--- config.mk ---
export PLATFORM = sky130hd
export DESIGN_NAME = ttl_rr_arbiter
export DESIGN_NICKNAME = d
export VERILOG_FILES = /design/src/rtl/ttl_arb_pkg.sv /design/src/rtl/ttl_rr_pick.sv /design/src/rtl/ttl_rr_arbiter.sv
export SDC_FILE = /design/constraint.sdc
export NUM_CORES = 1
export LEC_CHECK = 0
export ABC_AREA = 1
export CAP_MARGIN = 15
export CORE_ASPECT_RATIO = 1.25
export CORE_MARGIN = 2
export CORE_UTILIZATION = 30
export CTS_CLUSTER_DIAMETER = 100
export CTS_CLUSTER_SIZE = 25
export DETAILED_ROUTE_END_ITERATION = 10
export SLEW_MARGIN = 20
export SYNTH_ARGS = -nofsm -noshare
export SYNTH_HDL_FRONTEND = slang
export SYNTH_HIERARCHICAL = 1
export SYNTH_SLANG_ARGS = --single-unit
export TNS_END_PERCENT = 100
--- constraint.sdc ---
create_clock -name Clk -period 3.94 [get_ports Clk]
set_input_delay 0.394 -clock Clk [delete_from_list [all_inputs] [get_ports Clk]]
set_output_delay 0.394 -clock Clk [all_outputs]
set_load 0.05 [all_outputs]
--- src/rtl/ttl_arb_pkg.sv ---
// Shared types for the TTL round-robin arbiter: FSM state encoding and
// the index-width helper used to size Grant_idx and the "last owner" register.
package ttl_arb_pkg;

   typedef enum logic {
      ST_IDLE = 1'b0,
      ST_OWN  = 1'b1
   } arb_state_e;

   // Index width for n requesters; never narrower than one bit.
   function automatic int idx_w(input int n);
      return (n <= 2) ? 1 : $clog2(n);
   endfunction

endpackage

--- src/rtl/ttl_rr_pick.sv ---
// Combinational rotate-priority picker: first requester with req high,
// searching from last+1 upward and wrapping modulo BLOCKS.
module ttl_rr_pick
   import ttl_arb_pkg::*;
#(
   parameter int BLOCKS = 4,
   parameter int IW     = idx_w(BLOCKS)
) (
   input  logic [BLOCKS-1:0] req_i,
   input  logic [IW-1:0]     last_i,
   output logic [BLOCKS-1:0] gnt_o,
   output logic [IW-1:0]     idx_o,
   output logic              valid_o
);

   logic [IW-1:0] cand;

   always_comb begin
      gnt_o   = '0;
      idx_o   = '0;
      valid_o = 1'b0;
      cand    = '0;
      // Offset BLOCKS brings the search back to last itself, so a lone
      // previous owner can still win when nobody else is asking.
      for (int off = 1; off <= BLOCKS; off++) begin
         cand = IW'((int'(last_i) + off) % BLOCKS);
         if (!valid_o && req_i[cand]) begin
            valid_o     = 1'b1;
            gnt_o[cand] = 1'b1;
            idx_o       = cand;
         end
      end
   end

endmodule

--- src/rtl/ttl_rr_arbiter.sv ---
// Round-robin ownership arbiter with a guaranteed idle bubble between owners.
// Optional hold timeout compiled in with `define TTL_RR_ARBITER_TIMEOUT_EN.
module ttl_rr_arbiter
   import ttl_arb_pkg::*;
#(
   parameter int BLOCKS     = 4,
   parameter int MAX_HOLD   = 16,
   parameter int DELAY_RISE = 0,
   parameter int DELAY_FALL = 0
) (
   input  logic                      Clk,
   input  logic                      Clear,
   input  logic [BLOCKS-1:0]         Req,
   output logic [BLOCKS-1:0]         Grant,
   output logic [idx_w(BLOCKS)-1:0]  Grant_idx,
   output logic                      Busy
);

   localparam int IW = idx_w(BLOCKS);

   // Output delays are back-annotated in timing simulation; zero-delay here.
   if (BLOCKS < 2 || BLOCKS > 8) begin : g_bad_blocks
      $error("ttl_rr_arbiter: BLOCKS must be in 2..8");
   end
   if (MAX_HOLD < 2 || MAX_HOLD > 255) begin : g_bad_hold
      $error("ttl_rr_arbiter: MAX_HOLD must be in 2..255");
   end
   if (DELAY_RISE < 0 || DELAY_FALL < 0) begin : g_bad_delay
      $error("ttl_rr_arbiter: output delays must be non-negative");
   end

   arb_state_e          state_q, state_d;
   logic [BLOCKS-1:0]   grant_q, grant_d;
   logic [IW-1:0]       idx_q,   idx_d;
   logic [IW-1:0]       last_q,  last_d;

   logic [BLOCKS-1:0]   pick_gnt;
   logic [IW-1:0]       pick_idx;
   logic                pick_valid;

   ttl_rr_pick #(
      .BLOCKS (BLOCKS),
      .IW     (IW)
   ) u_pick (
      .req_i   (Req),
      .last_i  (last_q),
      .gnt_o   (pick_gnt),
      .idx_o   (pick_idx),
      .valid_o (pick_valid)
   );

`ifdef TTL_RR_ARBITER_TIMEOUT_EN
   localparam logic [7:0] HOLD_MAX = 8'(MAX_HOLD);
   logic [7:0] hold_q, hold_d;
`endif

   always_comb begin
      state_d = state_q;
      grant_d = grant_q;
      idx_d   = idx_q;
      last_d  = last_q;
`ifdef TTL_RR_ARBITER_TIMEOUT_EN
      hold_d  = hold_q;
`endif
      case (state_q)
         ST_IDLE: begin
            if (pick_valid) begin
               state_d = ST_OWN;
               grant_d = pick_gnt;
               idx_d   = pick_idx;
               last_d  = pick_idx;
`ifdef TTL_RR_ARBITER_TIMEOUT_EN
               hold_d  = 8'd1;
`endif
            end
         end
         ST_OWN: begin
            // Release always passes through IDLE, which yields the bubble cycle.
            if (!Req[idx_q]) begin
               state_d = ST_IDLE;
               grant_d = '0;
               idx_d   = '0;
`ifdef TTL_RR_ARBITER_TIMEOUT_EN
               hold_d  = 8'd0;
            end else if (hold_q == HOLD_MAX) begin
               state_d = ST_IDLE;
               grant_d = '0;
               idx_d   = '0;
               hold_d  = 8'd0;
            end else begin
               hold_d  = hold_q + 8'd1;
`endif
            end
         end
         default: begin
            state_d = ST_IDLE;
            grant_d = '0;
            idx_d   = '0;
         end
      endcase
   end

   always_ff @(posedge Clk or posedge Clear) begin
      if (Clear) begin
         state_q <= ST_IDLE;
         grant_q <= '0;
         idx_q   <= '0;
         last_q  <= IW'(BLOCKS - 1);
`ifdef TTL_RR_ARBITER_TIMEOUT_EN
         hold_q  <= 8'd0;
`endif
      end else begin
         state_q <= state_d;
         grant_q <= grant_d;
         idx_q   <= idx_d;
         last_q  <= last_d;
`ifdef TTL_RR_ARBITER_TIMEOUT_EN
         hold_q  <= hold_d;
`endif
      end
   end

   assign Grant     = grant_q;
   assign Grant_idx = idx_q;
   assign Busy      = |grant_q;

endmodule
==> reports/metrics.cfg, run 1 <==
[route]
routed_wirelength_normalized_by_instance_count_um=11.8
detail_route.wirelength.met1_um=881
firstDrtPassIters=4
initialDrtViolationCount=33
ant_nets=0
detail_route.wirelength_um=2040
routed_via_density=4.97
dr_vias=859
drt_drc_violations_left=0
wl_met2_um=1060
top_signal_layer_used=met4
met3_wirelength_um=70

[power]
power-per-cell-area_nw_per_um2=952
ir_worst_vdd_mv=0.366
leakage_power_nw=0.544

[worst_setup_path]
worstPathCellList=inv_2 -> ha_1 -> inv_1 -> nand2_2 -> nand2_2 -> nor2_2 -> a21oi_1 -> nand3_1 -> nand2_1 -> nand2_1
timing.critical_path.required_ns=4.10
crit-reg2reg-capture=Grant[0]
worstReg2RegStart=last_q[0]
rrSetupSlack_ns=1.91
crit_buf_inv=2
ff2ff_path_depth=10
criticalPathCategory=reg -> reg
timing.critical_path.max_delay_family=flip-flops
timing.critical_path.arrival_ns=2.19
critical_path.max_stage_delay_ns=0.66
crit_path_top_delay_cell=sky130_fd_sc_hd__dfstp_2
setup.worst_path.start_class=flop
worstPathMaxFanout=10
worst_setup_path_end_kind=flop

[final_layout]
final_layout_size_suffix_gt1_frac=0.173
final_cell_mix=36 x sky130_fd_sc_hd__nand2_1, 21 x sky130_fd_sc_hd__nand3_1, 12 x sky130_fd_sc_hd__clkdlybuf4s50_1
inserted_diodes=0
most_frequent_standard_cell_in_the_layout_excluding_fill_and_tap_cells=sky130_fd_sc_hd__nand2_1
areaGrowthSynthToFinish_pct=21.7
design.final.nets=154
layout.filler_cells=305

[yosys]
netlist_area_um2=872
syn_nets=137
ys_seq_area_frac=0.261
yosysWarningCount=6
ys_ff_latch=9
avgSynthCellArea_um2=7.09
synth.distinct_cells=21
post_synth_inst_count=123

[grt]
grt_first_pass_wirelength_um=3720
grt_use_total=0.143
number_of_global_route_vias_before_repair=889
grt_start_max_net_pins=11
grt_antenna_before_repair=0
globalRoute.totalOverflow=0

[timing]
finalSetupViolations=0
fin_setup_tns_ns=0
final.period_utilization=0.514
rsz0062_at_grt=false
timing_max_transition_violations_final=0
timing_worst_slew_pin_value_ns=0.497
worst_slew_margin_rel=0.667
hold_viol=0
maxClockFrequency_mhz=493
fin_crit_ns=2.03
hold-worst-slack_ns=0.382
clock-skew-final_ns=0.00196

[die]
die_area_um2=3360
row_count=21
floorplan.initialDensity=0.319
placeableCoreArea_um2=2730
pin_count=13
die_w_um=52.2
die_height_um=64.3

[clock_tree]
clk_latency_ns=0.27
cts_post_setup_buffers_inserted=0
cts_tree=built
h-tree-depth=1
cts.repair.resized=0
cts_hold_repair.buffers=0
cts_inserted_buffers=3
cts_sinks=9
cts_buffer_depth=2
clock_transition_at_path_regs_ns=0.06
clockRootBuffer=sky130_fd_sc_hd__clkbuf_4

[worst_hold_path]
holdCritPathClass=in -> async

[place]
finalWeightedCongestion=0.875
detailedPlacementHpwl_um=1640
port_buffers=12

[status]
run_status=finished clean

[flow_run]
maxCapViolCount=0

[metal layers]
| layer | global-route usage | vias to the layer above |
|---|---|---|
| met5 | 0 | - |
| met1 | 0.173 | 390 |
| met4 | 0.0769 | 0 |
| li1 | - | 440 |
| met2 | 0.241 | 24 |
| met3 | 0.0187 | 5 |
[through the flow]
| stage | std cells | total power [W] | area [um2] | utilization | worst slack [ns] |
|---|---|---|---|---|---|
| global route | 173 | 0.00111 | 1060 | 0.388 | 1.77 |
| floorplan | 123 | 0.000762 | 872 | - | 2.16 |
| detailed placement | 169 | 0.000932 | 1030 | 0.379 | 1.85 |
| CTS | 173 | 0.00101 | 1060 | 0.388 | 1.95 |
| global placement | 169 | 0.000931 | 1030 | 0.379 | 1.83 |
| finish | 173 | 0.00101 | 1060 | 0.388 | 1.91 |
[flip-flops by register name (all words and copies together), names as in the netlist]
signal     count
Grant_idx      2
state_q        1
last_q         2
Grant          4
[layout make-up]
type,count,area (um2),share of cell area
Clock buffer,4,26.3,0.0248
Inverter,14,55.1,0.0519
Multi-Input combinational cell,100,589,0.555
Sequential cell,9,228,0.215
Tap cell,34,42.5,0.0401
Timing Repair Buffer,12,120,0.113
[cells by family (layout without fill, tap and decap cells)]
family / after synthesis / in the layout / synth area share
AO/OA/AOI/OAI: 11 / 11 / 0.0832
adder cells (fa/ha/maj): 8 / 8 / 0.115
buffers and inverters: 14 / 30 / 0.0631
flip-flops: 9 / 9 / 0.261
AND/OR/NAND/NOR: 81 / 81 / 0.478
[how the worst max path moves through the flow]
| stage | startpoint | end | slack (ns) | cells past startpoint |
|---|---|---|---|---|
| floorplan | last_q[0] | Grant_idx[0] | 2.16 | 11 |
| global placement | Req[2] | Grant_idx[0] | 1.83 | 12 |
| detailed placement | Req[3] | Grant_idx[1] | 1.85 | 12 |
| CTS | last_q[0] | Grant[1] | 1.95 | 10 |
| global route | last_q[0] | Grant[1] | 1.77 | 10 |
| finish | last_q[0] | Grant[0] | 1.91 | 10 |
[power by group]
part / internal, W / total [W] / switching, W
clock: 0.0000392 / 0.0000738 / 0.0000346
combinational: 0.000244 / 0.000743 / 0.000499
sequential: 0.000137 / 0.000193 / 0.0000556
[cells in the mapped netlist]
| library cell | instances | area [um2] |
|---|---|---|
| sky130_fd_sc_hd__a21boi_0 | 4 | 30.0 |
| sky130_fd_sc_hd__a21oi_1 | 4 | 20.0 |
| sky130_fd_sc_hd__a21oi_2 | 1 | 8.76 |
| sky130_fd_sc_hd__a31oi_1 | 1 | 6.26 |
| sky130_fd_sc_hd__dfrtp_1 | 7 | 175 |
| sky130_fd_sc_hd__dfstp_2 | 2 | 52.6 |
| sky130_fd_sc_hd__ha_1 | 8 | 100 |
| sky130_fd_sc_hd__inv_1 | 10 | 37.5 |
| sky130_fd_sc_hd__inv_2 | 3 | 11.3 |
| sky130_fd_sc_hd__inv_4 | 1 | 6.26 |
| sky130_fd_sc_hd__nand2_1 | 36 | 135 |
| sky130_fd_sc_hd__nand2_2 | 6 | 37.5 |
| sky130_fd_sc_hd__nand2_4 | 2 | 22.5 |
| sky130_fd_sc_hd__nand3_1 | 21 | 105 |
| sky130_fd_sc_hd__nand3_2 | 2 | 20.0 |
| sky130_fd_sc_hd__nand4_1 | 6 | 37.5 |
| sky130_fd_sc_hd__nor2_1 | 4 | 15.0 |
| sky130_fd_sc_hd__nor2_2 | 2 | 12.5 |
| sky130_fd_sc_hd__nor2_4 | 1 | 11.3 |
| sky130_fd_sc_hd__nor2_8 | 1 | 20.0 |
| sky130_fd_sc_hd__o21a_1 | 1 | 7.51 |
Note: power is estimated with default switching activity, not from simulation.
==> run 2, diff against run 1 <==
==> constraint.sdc (replaced) <==
create_clock -name Clk -period 1.91 [get_ports Clk]
set_input_delay 0.191 -clock Clk [delete_from_list [all_inputs] [get_ports Clk]]
set_output_delay 0.191 -clock Clk [all_outputs]
set_load 0.05 [all_outputs]
==> run 2 against run 1 <==
Clock power rose by 98%. Global-route usage increased by 0.28 points. Wire length grew 4.0%. Utilization increased by 3.4 points. Via count increased by 4.8%. Register-to-register slack lost 1.8 ns.
==> reports/metrics.cfg, run 2 (synthesized netlist as in run 1, its figures left out) <==
[status]
run_status=finished clean

[die]
die_w_um=52.2  ; unchanged
die_area_um2=3360  ; unchanged
floorplan.initialDensity=0.319  ; unchanged
pin_count=13  ; unchanged
die_height_um=64.3  ; unchanged
row_count=21  ; unchanged
placeableCoreArea_um2=2730  ; unchanged

[final_layout]
areaGrowthSynthToFinish_pct=32.3
most_frequent_standard_cell_in_the_layout_excluding_fill_and_tap_cells=sky130_fd_sc_hd__nand2_1
final_layout_size_suffix_gt1_frac=0.236  ; +0.0638
max_ffs_per_register=4  ; unchanged
fraction_of_the_core_area_covered_by_cells_at_the_end_of_the_flow=0.422  ; +0.0339
design.final.nets=163  ; +5.8%
final_cell_mix=36 x sky130_fd_sc_hd__nand2_1, 21 x sky130_fd_sc_hd__nand3_1, 12 x sky130_fd_sc_hd__clkdlybuf4s50_1
inserted_diodes=0  ; unchanged
final-instance-count-excl-fill=182  ; +5.2%

[power]
leakage_power_nw=0.592  ; +8.7%
power-per-cell-area_nw_per_um2=2000  ; +110%
ir_worst_vdd_mv=0.673  ; +84%

[clock_tree]
clockRootBuffer=sky130_fd_sc_hd__clkbuf_4
cts_sinks=9  ; unchanged
cts_hold_repair.buffers=0  ; unchanged
clock_transition_at_path_regs_ns=0.06  ; about the same
clk_latency_ns=0.26  ; about the same
cts_inserted_buffers=3  ; unchanged
cts_buffer_depth=2  ; unchanged
h-tree-depth=1  ; unchanged
cts_tree=built

[timing]
maxClockFrequency_mhz=570  ; +15%
rsz0062_at_grt=false
clock-skew-final_ns=0.000844  ; -0.00112 ns
hold-worst-slack_ns=0.193  ; -0.189 ns
finalSetupViolations=0  ; unchanged
finalWorstSetupSlack_ns=0.154  ; -1.76 ns
timing_max_transition_violations_final=0  ; unchanged
fin_setup_tns_ns=0  ; unchanged
worst_slew_margin_rel=0.667  ; about the same
hold_viol=0  ; unchanged
timing_worst_slew_pin_value_ns=0.498  ; +0.000575 ns
fin_crit_ns=1.76  ; -0.271 ns
final.period_utilization=0.919  ; +0.405

[grt]
grt_antenna_before_repair=0  ; unchanged
grt_start_max_net_pins=10  ; -1
grt_first_pass_wirelength_um=3740  ; +0.54%
grt_use_total=0.146  ; +0.00283
globalRoute.totalOverflow=0  ; unchanged
number_of_global_route_vias_before_repair=898  ; +1.0%

[route]
detail_route.wirelength_um=2120  ; +4.0%
ant_nets=0  ; unchanged
routed_wirelength_normalized_by_instance_count_um=11.6  ; -1.2%
routed_via_density=4.95  ; -0.41%
drt_drc_violations_left=0  ; unchanged
initialDrtViolationCount=22  ; -33%
dr_vias=900  ; +4.8%
firstDrtPassIters=4  ; unchanged

[worst_hold_path]
holdCritPathClass=in -> async

[worst_setup_path]
setup.worst_path.start_class=flop
worstPathMaxFanout=9  ; -1
timing.critical_path.arrival_ns=1.90  ; -0.29 ns
setup.worst_path.start=last_q[0]
worst_setup_path_end_kind=flop
worstReg2RegStart=last_q[0]
timing.critical_path.required_ns=2.06  ; -2.04 ns
criticalPathCategory=reg -> reg

[place]
finalWeightedCongestion=0.874  ; -0.13%
pre_cts_slack_ns=0.0712  ; -1.78 ns
placed_cells_incl_taps=174  ; +3.0%
detailedPlacementHpwl_um=1700  ; +3.4%
port_buffers=12  ; unchanged

[flow_run]
maxCapViolCount=0  ; unchanged

==> run 2: cell types whose count changed in the layout (fill, tap and decap cells not counted) <==
cell and change:
sky130_fd_sc_hd__buf_4 +8, sky130_fd_sc_hd__buf_12 +1, sky130_fd_sc_hd__inv_1 -1, sky130_fd_sc_hd__ha_1 -1, sky130_fd_sc_hd__inv_2 +1, sky130_fd_sc_hd__ha_4 +1
==> run 2: worst paths after layout <==
path                           endpoint  slack [ns]  cells after the start
setup / recovery           Grant_idx[1]        0.15                     11
hold / removal             Grant_idx[1]        0.19                      2
setup reg to reg           Grant_idx[1]        0.15                     11
hold reg to reg                Grant[3]        0.53                      2
max in group asynchronous     last_q[0]        1.42                      2
min in group Clk               Grant[3]        0.53                      2
==> run 2: layout make-up <==
cell class	instances	area [um2]
Fill cell	283	1580
Multi-Input combinational cell	100	602
Sequential cell	9	228
Timing Repair Buffer	21	200
Inverter	14	55.1
Tap cell	34	42.5
Clock buffer	4	26.3
==> run 2: per-layer routing <==
layer	up-vias	part of all wire	global-route usage
li1	456	-	-
met1	427	0.44	0.177
met2	13	0.53	0.253
met3	4	0.018	0.0164
met4	0	0.010	0.0641
met5	-	0	0
==> run 2: critical path: stages (launching register included) <==
cell and delay [ns]:
sky130_fd_sc_hd__dfstp_2 0.54, sky130_fd_sc_hd__buf_4 0.17, sky130_fd_sc_hd__nand2_1 0.10, sky130_fd_sc_hd__nand2_1 0.09, sky130_fd_sc_hd__inv_1 0.05, sky130_fd_sc_hd__nor2_2 0.11, sky130_fd_sc_hd__nand4_1 0.13, sky130_fd_sc_hd__inv_2 0.10
sky130_fd_sc_hd__nor2_4 0.04, sky130_fd_sc_hd__buf_4 0.15, sky130_fd_sc_hd__nand2_1 0.09, sky130_fd_sc_hd__nand2_1 0.06
==> run 2: through the flow <==
| step | power (W) | area [um2] |
|---|---|---|
| 3_3_place_gp | 0.00199 | 1070 |
| 3_5_place_dp | 0.00201 | 1070 |
| 5_1_grt | 0.00254 | 1150 |
| 6_report | 0.00231 | 1150 |
| 4_1_cts | 0.00216 | 1100 |
| 2_1_floorplan | 0.00157 | 872 |
==> run 2: timing repair <==
item	4_1_cts	5_1_grt
endpoints found under the setup margin	0	6
gates resized for setup	0	2
setup buffers	0	4
==> run 2: power breakdown <==
group,switching (W),internal [W]
registers,0.0000639,0.000281
logic,0.00113,0.000687
clock network,0.0000657,0.0000805
==> run 3, diff against run 2 <==
==> constraint.sdc (replaced) <==
create_clock -name Clk -period 1.6 [get_ports Clk]
set_input_delay 0.16 -clock Clk [delete_from_list [all_inputs] [get_ports Clk]]
set_output_delay 0.16 -clock Clk [all_outputs]
set_load 0.05 [all_outputs]
==> run 3 against run 2 <==
Critical endpoint is now Grant[3]. Maximum frequency is 4.9% higher. Utilization is 4.2 points higher. Largest cell class unchanged. Highest routed layer unchanged. Wire length is 4.5% lower. The flow now finishes with violations (setup timing). Cell count is 4.9% higher. Die area stayed put. Critical path depth is 2 lower.
==> reports/metrics.cfg, run 3 (synthesized netlist as in run 1, its figures left out) <==
[worst_setup_path]
worstPathCellList=inv_4 -> ha_4 -> nand3_4 -> nand2_4 -> nor2_4 -> a21oi_1 -> nand3_1 -> nand2_1 -> nand2_1
worstPathMaxFanout=6  ; -3
timing.critical_path.required_ns=1.75  ; -0.31 ns
critical_path.max_stage_delay_ns=0.58  ; +0.04 ns
worst_setup_path_end_kind=flop
setup.worst_path.start_class=flop
criticalPathCategory=reg -> reg
crit_top_cell=sky130_fd_sc_hd__nand2_1
crit_path_top_delay_cell=sky130_fd_sc_hd__dfstp_2
timing.critical_path.arrival_ns=1.82  ; -0.08 ns

[die]
die_area_um2=3360  ; unchanged
die_height_um=64.3  ; unchanged
pin_count=13  ; unchanged
row_count=21  ; unchanged
placeableCoreArea_um2=2730  ; unchanged
die_w_um=52.2  ; unchanged
floorplan.initialDensity=0.319  ; unchanged

[final_layout]
stdcell_area_um2=1270  ; +9.9%
max_ffs_per_register=4  ; unchanged
final_layout_size_suffix_gt1_frac=0.389  ; +0.152
inserted_diodes=0  ; unchanged
final_cell_mix=34 x sky130_fd_sc_hd__nand2_1, 23 x sky130_fd_sc_hd__buf_4, 19 x sky130_fd_sc_hd__nand3_1
design.final.nets=172  ; +5.5%
final-instance-count-excl-fill=191  ; +4.9%
areaGrowthSynthToFinish_pct=45.3
layout.filler_cells=270  ; -4.6%
most_frequent_standard_cell_in_the_layout_excluding_fill_and_tap_cells=sky130_fd_sc_hd__nand2_1

[route]
detail_route.wirelength_um=2020  ; -4.5%
ant_nets=0  ; unchanged
dr_vias=911  ; +1.2%
drt_drc_violations_left=0  ; unchanged
routed_wirelength_normalized_by_instance_count_um=10.6  ; -9.0%
initialDrtViolationCount=17  ; -23%
firstDrtPassIters=5  ; +1
routed_via_density=4.77  ; -3.5%

[timing]
hold-worst-slack_ns=0.165  ; -0.0282 ns
rsz0062_at_grt=true
clock-skew-final_ns=0.000962  ; +0.000119 ns
fin_crit_ns=1.67  ; -0.0824 ns
finalWorstSetupSlack_ns=-0.0735  ; -0.228 ns
timing_max_transition_violations_final=0  ; unchanged
timing_worst_slew_pin_value_ns=0.335  ; -0.163 ns
worst_slew_margin_rel=0.776  ; +0.109
hold_viol=0  ; unchanged
finalSetupViolations=7  ; +7
maxClockFrequency_mhz=598  ; +4.9%
final.period_utilization=1.05  ; +0.127

[grt]
grt_use_total=0.137  ; -0.00928
globalRoute.totalOverflow=0  ; unchanged
grt_start_max_net_pins=10  ; unchanged
grt_first_pass_wirelength_um=3680  ; -1.7%
grt_antenna_before_repair=0  ; unchanged
number_of_global_route_vias_before_repair=875  ; -2.6%

[clock_tree]
h-tree-depth=1  ; unchanged
clockRootBuffer=sky130_fd_sc_hd__clkbuf_4
clk_latency_ns=0.25  ; about the same
cts_tree=built
clock_transition_at_path_regs_ns=0.06  ; about the same
cts_sinks=9  ; unchanged
cts_inserted_buffers=3  ; unchanged
cts_buffer_depth=2  ; unchanged

[status]
run_status=complete, but fails checks
failed_checks=setup timing

[place]
port_buffers=12  ; unchanged
finalWeightedCongestion=0.814  ; -6.8%
detailedPlacementHpwl_um=1710  ; +0.37%
pre_cts_slack_ns=-0.131  ; -0.202 ns
dpl_cell_area_um2=1180  ; +11%
placed_cells_incl_taps=185  ; +6.3%

[worst_hold_path]
holdCritPathClass=in -> async

[flow_run]
maxCapViolCount=0  ; unchanged

run 3: cell count changes in the layout (fill, tap and decap cells not counted), sizes merged:
cell	change
buf	+16
clkdlybuf4s50	-7
run 3: cell type report:
type                            instances  area, um2  area share
Multi-Input combinational cell        100        654       0.516
Timing Repair Buffer                   30        254       0.200
Sequential cell                         9        228       0.180
Inverter                               14       62.6      0.0494
Tap cell                               34       42.5      0.0336
Clock buffer                            4       26.3      0.0207
run 3: critical path: cells and delay by family (launching register included):
family | cells | cell delay [ns]
AO/OA/AOI/OAI | 1 | 0.14
AND/OR/NAND/NOR | 6 | 0.47
buffers and inverters | 1 | 0.07
flip-flops | 1 | 0.58
adder cells (fa/ha/maj) | 1 | 0.29
run 3: repair_timing:
action / in CTS / in global routing
setup endpoints to repair: 8 / 8
pin swaps: 9 / 1
resized for setup: 8 / 2
hold buffers: 0 / 0
setup buffers: 2 / 0
run 3: final timing paths:
path / start / to / slack [ns] / depth (start not counted)
min reg2reg: Grant[0] / Grant[0] / 0.53 / 2
min: Clear / Grant_idx[1] / 0.17 / 2
max in group asynchronous: Clear / last_q[0] / 1.14 / 2
min in group Clk: Grant[0] / Grant[0] / 0.53 / 2
max: last_q[0] / Grant[3] / -0.07 / 9
max reg2reg: last_q[0] / Grant[3] / -0.07 / 9
run 3: per-layer routing:
metal | routed length [um] | up-vias | part of all wire | global-route usage
met5 | 0 | - | 0 | 0
met4 | 11 | 0 | 0.0054 | 0.0417
met3 | 97 | 2 | 0.048 | 0.00701
li1 | - | 475 | - | -
met2 | 972 | 22 | 0.48 | 0.241
met1 | 943 | 412 | 0.47 | 0.176
run 3: through the flow:
step                setup TNS, ns  utilization
floorplan                  -0.326            -
global placement           -0.796        0.434
detailed placement         -0.860        0.434
CTS                        -0.368        0.463
global route                -1.11        0.464
finish                     -0.371        0.464
Power of run 3 is left out: the tool's default activity adds up to more than one toggle a clock period on the data nets, which glitch-free logic cannot reach.
